### src/rtl/zbnt_axi_pkg.sv
// Shared AXI4-Lite definitions for the zbnt PCIe bridge blocks.
//   axil_state_t     : transaction FSM state encoding used by pcie_axil_master
//   AXI_RESP_OKAY    : AXI response code for a normal completion
//   AXI_RESP_SLVERR  : AXI response code for a slave error (also used for timeouts)
package zbnt_axi_pkg;

  typedef enum logic [2:0] {
    ST_IDLE       = 3'd0,
    ST_WRITE      = 3'd1,
    ST_WRITE_RESP = 3'd2,
    ST_READ       = 3'd3,
    ST_READ_DATA  = 3'd4,
    ST_DRAIN      = 3'd5
  } axil_state_t;

  localparam logic [1:0] AXI_RESP_OKAY   = 2'b00;
  localparam logic [1:0] AXI_RESP_SLVERR = 2'b10;

endpackage

### src/rtl/pcie_axil_master.sv
// Single-outstanding AXI4-Lite master driven by a simple command/response port.
// A command is taken when cmd_valid and cmd_ready are both high; the matching
// AXI4-Lite write (aw+w, then b) or read (ar, then r) is issued, and exactly one
// one-cycle rsp_valid pulse reports the result. A slave that does not answer
// within TIMEOUT_CYCLES produces a SLVERR/timeout response; the late answer is
// then absorbed in DRAIN without a second response.
// Ports:
//   clk, rst               : clock, synchronous active-high reset
//   cmd_*                  : command in (valid/ready, write, addr, wdata, wstrb)
//   rsp_*                  : response out (valid pulse, write, rdata, resp, timeout)
//   m_axi_pcie_*           : AXI4-Lite master channels aw, w, b, ar, r
module pcie_axil_master
  import zbnt_axi_pkg::*;
#(
  parameter int ADDR_WIDTH     = 22,
  parameter int DATA_WIDTH     = 64,
  parameter int TIMEOUT_CYCLES = 1024
) (
  input  logic                    clk,
  input  logic                    rst,
  input  logic                    cmd_valid,
  output logic                    cmd_ready,
  input  logic                    cmd_write,
  input  logic [ADDR_WIDTH-1:0]   cmd_addr,
  input  logic [DATA_WIDTH-1:0]   cmd_wdata,
  input  logic [DATA_WIDTH/8-1:0] cmd_wstrb,
  output logic                    rsp_valid,
  output logic                    rsp_write,
  output logic [DATA_WIDTH-1:0]   rsp_rdata,
  output logic [1:0]              rsp_resp,
  output logic                    rsp_timeout,
  output logic [ADDR_WIDTH-1:0]   m_axi_pcie_awaddr,
  output logic                    m_axi_pcie_awvalid,
  input  logic                    m_axi_pcie_awready,
  output logic [DATA_WIDTH-1:0]   m_axi_pcie_wdata,
  output logic [DATA_WIDTH/8-1:0] m_axi_pcie_wstrb,
  output logic                    m_axi_pcie_wvalid,
  input  logic                    m_axi_pcie_wready,
  input  logic [1:0]              m_axi_pcie_bresp,
  input  logic                    m_axi_pcie_bvalid,
  output logic                    m_axi_pcie_bready,
  output logic [ADDR_WIDTH-1:0]   m_axi_pcie_araddr,
  output logic                    m_axi_pcie_arvalid,
  input  logic                    m_axi_pcie_arready,
  input  logic [DATA_WIDTH-1:0]   m_axi_pcie_rdata,
  input  logic [1:0]              m_axi_pcie_rresp,
  input  logic                    m_axi_pcie_rvalid,
  output logic                    m_axi_pcie_rready
);

  localparam int STRB_WIDTH = DATA_WIDTH / 8;
  localparam int CNT_WIDTH  = (TIMEOUT_CYCLES > 1) ? $clog2(TIMEOUT_CYCLES) : 1;
  localparam logic [CNT_WIDTH-1:0] CNT_LAST = CNT_WIDTH'(TIMEOUT_CYCLES - 1);

  axil_state_t            state_reg;
  logic [CNT_WIDTH-1:0]   cnt_reg;
  logic [CNT_WIDTH-1:0]   cnt_next;
  logic                   is_write_reg;
  logic [ADDR_WIDTH-1:0]  addr_reg;
  logic [DATA_WIDTH-1:0]  wdata_reg;
  logic [STRB_WIDTH-1:0]  wstrb_reg;
  logic                   awvalid_reg;
  logic                   wvalid_reg;
  logic                   arvalid_reg;
  logic                   rsp_valid_reg;
  logic                   rsp_write_reg;
  logic [DATA_WIDTH-1:0]  rsp_rdata_reg;
  logic [1:0]             rsp_resp_reg;
  logic                   rsp_timeout_reg;

  logic aw_hs, w_hs, ar_hs, b_hs, r_hs;
  logic timeout_hit;

  assign aw_hs = awvalid_reg & m_axi_pcie_awready;
  assign w_hs  = wvalid_reg  & m_axi_pcie_wready;
  assign ar_hs = arvalid_reg & m_axi_pcie_arready;
  assign b_hs  = m_axi_pcie_bvalid & m_axi_pcie_bready;
  assign r_hs  = m_axi_pcie_rvalid & m_axi_pcie_rready;

  // The counter reaches its last value on this edge; a response handshaking
  // on the same edge takes priority in the response states below.
  assign cnt_next    = cnt_reg + 1'b1;
  assign timeout_hit = (cnt_next == CNT_LAST);

  assign cmd_ready          = (state_reg == ST_IDLE);
  assign m_axi_pcie_bready  = (state_reg == ST_WRITE_RESP) || (state_reg == ST_DRAIN);
  assign m_axi_pcie_rready  = (state_reg == ST_READ_DATA)  || (state_reg == ST_DRAIN);
  assign m_axi_pcie_awaddr  = addr_reg;
  assign m_axi_pcie_araddr  = addr_reg;
  assign m_axi_pcie_wdata   = wdata_reg;
  assign m_axi_pcie_wstrb   = wstrb_reg;
  assign m_axi_pcie_awvalid = awvalid_reg;
  assign m_axi_pcie_wvalid  = wvalid_reg;
  assign m_axi_pcie_arvalid = arvalid_reg;
  assign rsp_valid          = rsp_valid_reg;
  assign rsp_write          = rsp_write_reg;
  assign rsp_rdata          = rsp_rdata_reg;
  assign rsp_resp           = rsp_resp_reg;
  assign rsp_timeout        = rsp_timeout_reg;

  always_ff @(posedge clk) begin
    if (rst) begin
      state_reg       <= ST_IDLE;
      cnt_reg         <= '0;
      is_write_reg    <= 1'b0;
      addr_reg        <= '0;
      wdata_reg       <= '0;
      wstrb_reg       <= '0;
      awvalid_reg     <= 1'b0;
      wvalid_reg      <= 1'b0;
      arvalid_reg     <= 1'b0;
      rsp_valid_reg   <= 1'b0;
      rsp_write_reg   <= 1'b0;
      rsp_rdata_reg   <= '0;
      rsp_resp_reg    <= AXI_RESP_OKAY;
      rsp_timeout_reg <= 1'b0;
    end else begin
      rsp_valid_reg <= 1'b0;

      // Each request valid retires on its own handshake, in any state; this
      // also lets DRAIN finish off requests that were still pending.
      if (aw_hs) awvalid_reg <= 1'b0;
      if (w_hs)  wvalid_reg  <= 1'b0;
      if (ar_hs) arvalid_reg <= 1'b0;

      case (state_reg)
        ST_IDLE: begin
          if (cmd_valid) begin
            cnt_reg      <= '0;
            is_write_reg <= cmd_write;
            addr_reg     <= cmd_addr;
            wdata_reg    <= cmd_wdata;
            wstrb_reg    <= cmd_wstrb;
            awvalid_reg  <= cmd_write;
            wvalid_reg   <= cmd_write;
            arvalid_reg  <= ~cmd_write;
            state_reg    <= cmd_write ? ST_WRITE : ST_READ;
          end
        end

        ST_WRITE: begin
          cnt_reg <= cnt_next;
          if (timeout_hit) begin
            rsp_valid_reg   <= 1'b1;
            rsp_write_reg   <= 1'b1;
            rsp_rdata_reg   <= '0;
            rsp_resp_reg    <= AXI_RESP_SLVERR;
            rsp_timeout_reg <= 1'b1;
            state_reg       <= ST_DRAIN;
          end else if ((!awvalid_reg || aw_hs) && (!wvalid_reg || w_hs)) begin
            state_reg <= ST_WRITE_RESP;
          end
        end

        ST_WRITE_RESP: begin
          cnt_reg <= cnt_next;
          if (b_hs) begin
            rsp_valid_reg   <= 1'b1;
            rsp_write_reg   <= 1'b1;
            rsp_rdata_reg   <= '0;
            rsp_resp_reg    <= m_axi_pcie_bresp;
            rsp_timeout_reg <= 1'b0;
            state_reg       <= ST_IDLE;
          end else if (timeout_hit) begin
            rsp_valid_reg   <= 1'b1;
            rsp_write_reg   <= 1'b1;
            rsp_rdata_reg   <= '0;
            rsp_resp_reg    <= AXI_RESP_SLVERR;
            rsp_timeout_reg <= 1'b1;
            state_reg       <= ST_DRAIN;
          end
        end

        ST_READ: begin
          cnt_reg <= cnt_next;
          if (timeout_hit) begin
            rsp_valid_reg   <= 1'b1;
            rsp_write_reg   <= 1'b0;
            rsp_rdata_reg   <= '0;
            rsp_resp_reg    <= AXI_RESP_SLVERR;
            rsp_timeout_reg <= 1'b1;
            state_reg       <= ST_DRAIN;
          end else if (ar_hs) begin
            state_reg <= ST_READ_DATA;
          end
        end

        ST_READ_DATA: begin
          cnt_reg <= cnt_next;
          if (r_hs) begin
            rsp_valid_reg   <= 1'b1;
            rsp_write_reg   <= 1'b0;
            rsp_rdata_reg   <= m_axi_pcie_rdata;
            rsp_resp_reg    <= m_axi_pcie_rresp;
            rsp_timeout_reg <= 1'b0;
            state_reg       <= ST_IDLE;
          end else if (timeout_hit) begin
            rsp_valid_reg   <= 1'b1;
            rsp_write_reg   <= 1'b0;
            rsp_rdata_reg   <= '0;
            rsp_resp_reg    <= AXI_RESP_SLVERR;
            rsp_timeout_reg <= 1'b1;
            state_reg       <= ST_DRAIN;
          end
        end

        ST_DRAIN: begin
          // Only the channel belonging to the abandoned transaction ends it;
          // the late response is swallowed without reporting.
          if (is_write_reg ? b_hs : r_hs) begin
            state_reg <= ST_IDLE;
          end
        end

        default: state_reg <= ST_IDLE;
      endcase
    end
  end

endmodule

### config.mk
export PLATFORM = sky130hd
export DESIGN_NAME = pcie_axil_master
export DESIGN_NICKNAME = d
export VERILOG_FILES = /design/src/rtl/zbnt_axi_pkg.sv /design/src/rtl/pcie_axil_master.sv
export SDC_FILE = /design/constraint.sdc
export NUM_CORES = 1
export LEC_CHECK = 0
export ABC_CLOCK_PERIOD_IN_PS = 3450
export CAP_MARGIN = 40
export CORE_AREA = 2 2 141 143
export CTS_CLUSTER_SIZE = 14
export DETAILED_ROUTE_END_ITERATION = 8
export DIE_AREA = 0 0 143 145
export PLACE_DENSITY = 0.73
export SKIP_CTS_REPAIR_TIMING = 1
export SKIP_LAST_GASP = 1
export SLEW_MARGIN = 0
export SYNTH_ARGS = -nofsm -noshare
export SYNTH_HDL_FRONTEND = slang
export SYNTH_SLANG_ARGS = --single-unit
### constraint.sdc
create_clock -name clk -period 3.45 [get_ports clk]
set_input_delay 0.5175 -clock clk [delete_from_list [all_inputs] [get_ports clk]]
set_output_delay 0.5175 -clock clk [all_outputs]
set_load 0.05 [all_outputs]
### Word level (Yosys, flattened, before mapping)

Index checks and enable logic that the tools add are counted.

| operators by class | value |
|---|---|
| reduce and logical (&&, ||, !) cells | 16 |
| bitwise gates (word level) | 6 |
| equal/unequal tests | 10 |
| add/sub/neg operators | 1 |
| muxes and demuxes | 44 |

Operators by type and width:

| cell | count |
|---|---|
| 64-bit 2-to-1 mux | 3 |
| 64-bit one-hot mux with 3 select lines | 1 |
| 3-bit 2-to-1 mux | 9 |
| 1-bit 2-to-1 mux | 20 |
| 10-bit one-hot mux with 2 select lines | 1 |
| 3-bit one-hot mux with 6 select lines | 1 |
| 10-bit by 1-bit adder with 10-bit output, second input constant | 1 |
| 10-bit == test, second input constant | 1 |
| 10-bit 2-to-1 mux | 1 |
| 2-bit 2-to-1 mux | 4 |
| 3-bit by 2-bit == test with 1-bit output, second input constant | 2 |
| 3-bit == test, second input constant | 2 |
| 3-bit != test, second input constant | 2 |
| 1-bit one-hot mux with 3 select lines | 2 |
| 2-bit one-hot mux with 3 select lines | 1 |
| 1-bit AND | 5 |
| 1-bit logical OR | 4 |
| 1-bit one-hot mux with 4 select lines | 1 |
| 2-bit AND reduction | 2 |
| 4-bit AND reduction | 1 |
| 4-bit nonzero test | 1 |
| 4-bit OR reduction | 1 |
| 3-bit by 1-bit == test with 1-bit output, second input constant | 1 |
| 3-bit zero test | 1 |
| 8 further kinds | 9 |

| word-level totals | value |
|---|---|
| logic and storage cells | 91 |
| register bits after elaboration | 180 |
| output and inout port bits | 191 |
| input port bits | 171 |

### Longest topological paths before layout

Gate-level depths: netlist of run 1.

| logic depth | value |
|---|---|
| depth after elaboration | 6 |
| gate-level depth with buffers | 9 |
| gate-level depth less buffers | 7 |

### Worst setup path after synthesis of run 1

No wires, ideal clock.

| path | value |
|---|---|
| path kind | reg2reg |
| start point | reg state_reg[2] |
| end point | reg rsp_resp_reg[1], in the netlist rsp_resp[1] |
| required time | 3.376 ns |
| arrival | 2.426 ns |
| period minus slack after synthesis | 2.500 ns |
| cell stages (with the launch flop) | 7 |
| setup slack | 0.950 ns |
| cells stage by stage | dfxtp_1 -> buf_2 -> nor2b_1 -> a21o_1 -> a32oi_1 -> a221o_1 -> a31oi_1 |

| on the way | value |
|---|---|
| cells in the longest elaborated chain, start to end | 5 |
| elaborated cells on any way between the ends | 14 |
| classes of those cells | 5 x eq/ne; 3 x mux; 2 x bitwise; 4 x reduce/logical |

Ends and longest elaborated chain:

| what | RTL line | text |
|---|---|---|
| from (decl) | pcie_axil_master.sv:55 | `axil_state_t state_reg;` |
| from (signal assigned) | pcie_axil_master.sv:137 | `state_reg <= cmd_write ? ST_WRITE : ST_READ;` |
| 3-bit == test | pcie_axil_master.sv:87 | `assign m_axi_pcie_rready = (state_reg == ST_READ_DATA) \|\| (state_reg == ST_DRAIN);` |
| 1-bit logical OR (*) | pcie_axil_master.sv:87 |  |
| named net m_axi_pcie_rready | pcie_axil_master.sv:48 | `output logic m_axi_pcie_rready` |
| 1-bit AND (*) | pcie_axil_master.sv:78 | `assign r_hs = m_axi_pcie_rvalid & m_axi_pcie_rready;` |
| 2-bit 2-to-1 mux (*) | pcie_axil_master.sv:190 | `if (r_hs) begin` |
| 2-bit one-hot mux with 3 select lines (*) | pcie_axil_master.sv:126 | `case (state_reg)` |
| to (signal assigned) | pcie_axil_master.sv:161 | `rsp_resp_reg <= m_axi_pcie_bresp;` |
| to (signal assigned) | pcie_axil_master.sv:194 | `rsp_resp_reg <= m_axi_pcie_rresp;` |
| to (decl) | pcie_axil_master.sv:68 | `logic [1:0] rsp_resp_reg;` |

The timed path passes the listed nets; every way through them passes the cells marked *.
A chain may end at the register's enable or synchronous reset.

### Worst setup path in the final report of run 1

| path | value |
|---|---|
| start point | reg state_reg[1] |
| end point | out cmd_ready |

| on the way | value |
|---|---|
| cells in the longest elaborated chain, start to end | 1 |

Ends and longest elaborated chain:

| what | RTL line | text |
|---|---|---|
| 3-bit zero test | pcie_axil_master.sv:85 | `assign cmd_ready = (state_reg == ST_IDLE);` |
| to (decl) | pcie_axil_master.sv:22 | `output logic cmd_ready,` |

Every way passes these cells.

==> reports/metrics.cfg, run 1 <==
[status]
status = finished clean

[min_path]
hold_class = reg -> reg

[synthesis]
synth.top_cells.by_area = dfxtp_1, nand2_1, a22o_1
yosys.area.top_type_share = 0.539
synth_edf_count = 0
syn-num-nets = 923
synthCells = 750
syn_area_sq_um = 6690
ys_types = 52
yosys_warnings = 0
yosysMostFrequentCell = nand2_1
synth_top_area_cell = dfxtp_1
seq_area_frac_synth = 0.539
ys_seq_elements = 180
yosys_most_used_dff = dfxtp_1
async_flop_share = 0
synth_common_cells = nand2_1, dfxtp_1, a21oi_1
syn_area_per_cell_sq_um = 8.92

[pwr]
max-vdd-ir-drop_mv = 0.385
p_total_mw = 7.09
power_density_nw_per_um2 = 652
p_leak_nw = 3.95

[clock_network]
cts-htree-levels = 4
clk_path_buf_depth = 2
clk_latency_ns = 0.42
clkSinkCount = 180
path_clk_slew_ns = 0.07
cts_made_buffers = 17
tritoncts = done
clockRootBuffer = clkbuf_16

[drt]
vias_per_cell = 4.80
drcViolationCount = 0
finalWirelength_microns = 21100
firstDrtPassIters = 4
wl_per_cell_microns = 15.8
ant_nets = 0
vias = 6416
drtIter0Drc = 183

[floorplanning]
core_area_sq_um = 19200
initial_utilization = 0.348
die-area_sq_um = 20700
io_pins = 362
num_rows = 51
die_h_microns = 145
dieWidth_microns = 143

[flow_run]
cap_violations = 0

[placement]
io_buffers = 361
hpwl_microns = 15000
dp_slack_ns = 0.965
gp_congestion = 0.829

[setup_path]
crit_fanout = 15
worstPathArrival_ns = 2.32
cp-start-kind = flop
critPathKind = reg -> out
end_kind = output port
worstPathRequired_ns = 2.93

[timing]
slew-limit-headroom = 0.474
drv_slew = 0
final.setup.worst_slack_ns = 0.609
rsz0062_at_grt = false
finalSetupViolCount = 0
setup_tns_ns = 0
finalHoldViolCount = 0
worst_clock_skew_ns = 0.0116
fin_crit_ns = 2.84
max_freq_mhz = 352
worst_pin_slew_ns = 0.790
min_period_over_period = 0.824

[layout]
diodes = 0
nets = 1233
drive_gt1_frac = 0.0420
nFillCells = 1743
area_delta_synth_final_pct = 62.7

[global_routing]
top_usage_layer = met2
grt_max_degree = 76
overflow = 0
grt_pass1_vias = 5993
grt_first_pass_wirelength_microns = 32100
grt_usage = 0.195
use_met3 = 0.0937
met1_usage = 0.230
grt_antenna_before_repair = 0
grt_util_met2 = 0.315

==> layer usage <==
layer / routed length, microns / vias up
met1: 8370 / 2963
met5: 0 / -
li1: - / 3176
met3: 2550 / 17
met4: 274 / 0
met2: 9860 / 260
==> where the power goes <==
group,switching [mW],internal (mW),total [mW]
Clock,0.832,1.08,1.91
Sequential,0.171,2.32,2.49
Combinational,1.77,0.923,2.69
==> worst max-delay path, cell delays in order, from the launching register on <==
cell and delay, ns:
dfxtp_1 0.44, or3_1 0.44, inv_1 0.19, clkdlybuf4s50_1 0.84
==> cell families (layout without fill, tap and decap cells) <==
| logic type | count (synthesis) | in the layout | share of synthesized area |
|---|---|---|---|
| flip-flops | 180 | 180 | 0.539 |
| AND/OR/NAND/NOR | 261 | 261 | 0.164 |
| buffers and inverters | 85 | 406 | 0.0701 |
| AO/OA/AOI/OAI | 219 | 219 | 0.220 |
| adder cells (fa/ha/maj) | 2 | 2 | 0.00374 |
| XOR/XNOR | 3 | 3 | 0.00393 |
==> area by class of cell <==
type	count	area, sq um	area share
clock buffer	18	429	0.0394
clock inverter	12	145	0.0133
inverter	9	33.8	0.00310
multi-input combinational	485	2640	0.242
sequential	180	3600	0.331
tap	265	332	0.0305
timing repair buffer	367	3710	0.340
==> through the flow <==
stage | utilization | hold WS [ns] | cell area [sq um] | instances
floorplan | - | 0.450 | 6690 | 750
global placement | 0.537 | 0.440 | 10300 | 1306
detailed placement | 0.537 | 0.445 | 10300 | 1306
CTS | 0.567 | 0.455 | 10900 | 1336
global route | 0.567 | 0.469 | 10900 | 1336
finish | 0.567 | 0.453 | 10900 | 1336
==> final timing paths <==
kind / startpoint / endpoint / slack, ns / depth (start not counted)
worst max-delay path: state_reg[1]$_SDFFE_PP0P_ / cmd_ready / 0.61 / 3
worst max register to register: cnt_reg[1]$_SDFFE_PP0P_ / rsp_rdata[28]$_SDFFE_PP0P_ / 1.16 / 7
worst min-delay path: m_axi_pcie_wdata[49]$_SDFFE_PP0P_ / m_axi_pcie_wdata[49]$_SDFFE_PP0P_ / 0.45 / 2
worst min register to register: m_axi_pcie_wdata[49]$_SDFFE_PP0P_ / m_axi_pcie_wdata[49]$_SDFFE_PP0P_ / 0.45 / 2
==> cell usage in the layout, fill, tap and decap left out, types with 4 or more instances in the layout <==
| cell | count |
|---|---|
| clkdlybuf4s50_1 | 360 |
| nand2_1 | 207 |
| dfxtp_1 | 180 |
| a21oi_1 | 111 |
| a22o_1 | 64 |
| clkbuf_16 | 17 |
| nor2_1 | 13 |
| o21ai_0 | 11 |
| inv_1 | 9 |
| nand3_1 | 6 |
| nor2b_1 | 5 |
| nor3b_1 | 5 |
| inv_6 | 5 |
| a21o_1 | 4 |
| a31oi_1 | 4 |
| buf_12 | 4 |
Note: power is estimated with default switching activity, not from simulation.
==> inputs of run 2 (changes only) <==
Settings changed: ABC_CLOCK_PERIOD_IN_PS 3450 to 2800, CORE_AREA 2 2 141 143 to 2 2 142 144, DIE_AREA 0 0 143 145 to 0 0 144 146, PLACE_DENSITY 0.73 to 0.72.
Clock period 3.45 ns to 2.8 ns, I/O delays scaled along.
==> run 2 against run 1 <==
Net effect:
- setup slack lost 0.31 ns
- critical path depth shrank 1
- final area grew 0.68%
- global-route usage grew 0.35 points
- largest cell class unchanged
- highest routed layer unchanged
==> reports/metrics.cfg, run 2 (synthesis results as in run 1) <==
[pwr]
power_density_nw_per_um2 = 806  ; was 652 nW/um^2
p_leak_nw = 4.03  ; was 3.95 nW
max-vdd-ir-drop_mv = 0.541  ; was 0.385 mV

[clock_network]
tritoncts = done  ; unchanged
clk_latency_ns = 0.42  ; about the same
clk_path_buf_depth = 2  ; unchanged
clkSinkCount = 180  ; unchanged
cts-htree-levels = 4  ; unchanged
cts_made_buffers = 17  ; unchanged
path_clk_slew_ns = 0.07  ; about the same
clockRootBuffer = clkbuf_16  ; unchanged

[layout]
final-seq-area_sq_um = 3600  ; unchanged
area_delta_synth_final_pct = 63.8  ; was 62.7%
diodes = 0  ; unchanged
nFillCells = 1724  ; was 1743
nets = 1238  ; was 1233
final_common_cell = clkdlybuf4s50_1  ; unchanged
drive_gt1_frac = 0.0482  ; was 0.0420
final_cell_mix = clkdlybuf4s50_1, nand2_1, dfxtp_1, a21oi_1, a22o_1  ; unchanged
multi_input_area_sq_um = 2640  ; unchanged
fin_util = 0.567  ; about the same

[global_routing]
grt_antenna_before_repair = 0  ; unchanged
overflow = 0  ; unchanged
grt_max_degree = 79  ; was 76
grt_first_pass_wirelength_microns = 32600  ; was 32100 microns
grt_usage = 0.199  ; was 0.195
grt_pass1_vias = 6027  ; was 5993

[floorplanning]
die-area_sq_um = 21000  ; was 20700 sq um
core_area_sq_um = 19300  ; was 19200 sq um
initial_utilization = 0.346  ; was 0.348
die_h_microns = 146  ; was 145 microns
io_pins = 362  ; unchanged
num_rows = 51  ; unchanged
dieWidth_microns = 144  ; was 143 microns

[drt]
vias_per_cell = 4.86  ; was 4.80
vias = 6524  ; was 6416
ant_nets = 0  ; unchanged
drcViolationCount = 0  ; unchanged
wl_per_cell_microns = 16.3  ; was 15.8 microns
finalWirelength_microns = 22000  ; was 21100 microns
drtIter0Drc = 232  ; was 183
firstDrtPassIters = 7  ; was 4

[timing]
fin_crit_ns = 2.50
min_period_over_period = 0.892
finalSetupViolCount = 0  ; unchanged
finalHoldViolCount = 0  ; unchanged
worst_clock_skew_ns = 0.0123  ; was 0.0116 ns
drv_slew = 0  ; unchanged
rsz0062_at_grt = false  ; unchanged
worst_pin_slew_ns = 0.944  ; was 0.790 ns
fin_worst_hold_slack_ns = 0.417  ; was 0.453 ns
max_freq_mhz = 400
slew-limit-headroom = 0.363  ; was 0.474
final.setup.worst_slack_ns = 0.302  ; was 0.609 ns

[min_path]
min-delay-start = rst  ; was m_axi_pcie_wdata[49]$_SDFFE_PP0P_
worstHoldPathCells = 2  ; unchanged
holdPathEnd = cnt_reg[3]$_SDFFE_PP0P_  ; was m_axi_pcie_wdata[49]$_SDFFE_PP0P_
hold_class = in -> reg  ; was reg -> reg

[placement]
dp_slack_ns = 0.325  ; was 0.965 ns
hpwl_microns = 16000  ; was 15000 microns
gp_congestion = 0.854  ; was 0.829
io_buffers = 361  ; unchanged

[setup_path]
critPathKind = reg -> out  ; unchanged
crit_path_start = state_reg[2]$_SDFFE_PP0P_  ; was state_reg[1]$_SDFFE_PP0P_
end_kind = output port  ; unchanged
path_cells = nor2b_1 -> clkdlybuf4s50_1  ; was or3_1 -> inv_1 -> clkdlybuf4s50_1
cp-start-kind = flop  ; unchanged
critical-path-max-stage-delay_ns = 0.89  ; was 0.84 ns
crit_fanout = 12  ; was 15
r2r-start = cnt_reg[1]$_SDFFE_PP0P_  ; unchanged
rrSetupSlack_ns = 0.51  ; was 1.16 ns
worstPathArrival_ns = 2.08  ; was 2.32 ns
crit_slowest_cell = clkdlybuf4s50_1  ; unchanged
r2r_end = rsp_rdata[37]$_SDFFE_PP0P_  ; was rsp_rdata[28]$_SDFFE_PP0P_
worstRegToRegCells = 7  ; unchanged
worstPathRequired_ns = 2.38  ; was 2.93 ns

[flow_run]
cap_violations = 0  ; unchanged

[status]
status = finished clean  ; unchanged

run 2: area by class of cell:
class | instances | area share
clock buffers | 20 | 0.0417
clock inverters | 12 | 0.0124
inverters | 9 | 0.00308
multi-input cells | 485 | 0.241
flip-flops and latches | 180 | 0.329
well taps | 265 | 0.0303
repair buffers | 372 | 0.343
run 2: worst max-delay path by stage:
| stage | endpoint | slack (ns) | cells past startpoint |
|---|---|---|---|
| global placement | state_reg[1]$_SDFFE_PP0P_ | 0.38 | 6 |
| floorplan | rsp_resp[1]$_SDFFE_PP0P_ | 0.30 | 6 |
| finish | m_axi_pcie_rready | 0.30 | 2 |
| CTS | cmd_ready | -0.03 | 3 |
| global route | m_axi_pcie_rready | 0.19 | 2 |
| detailed placement | state_reg[1]$_SDFFE_PP0P_ | 0.33 | 6 |
run 2: stage by stage:
step                      area (sq um)  TNS [ns]  std cells  total power, mW
after global routing             11000         0       1343             9.23
after floorplan                   6690         0        750             5.32
after CTS                        11000   -0.0288       1343             8.94
after global placement           10400         0       1311             6.48
final                            11000         0       1343             8.83
after detailed placement         10400         0       1311             6.51
run 2: power breakdown:
part           internal [mW]  switching (mW)
registers               2.86           0.219
clock network           1.32            1.08
logic                   1.16            2.20
run 2: critical path: cells and delay by family, from the launching register on:
family	cells	cell delay [ns]
buffers and inverters	1	0.89
flip-flops	1	0.50
AND/OR/NAND/NOR	1	0.27
run 2: routing by layer:
layer  up-vias  global-route usage  part of all wire  routed length (microns)
met5         -                   0                 0                        0
met3        19              0.0809              0.10                     2260
met4         0              0.0623             0.015                      320
li1       3189                   -                 -                        -
met2       292               0.333              0.48                    10500
met1      3024               0.231              0.40                     8840
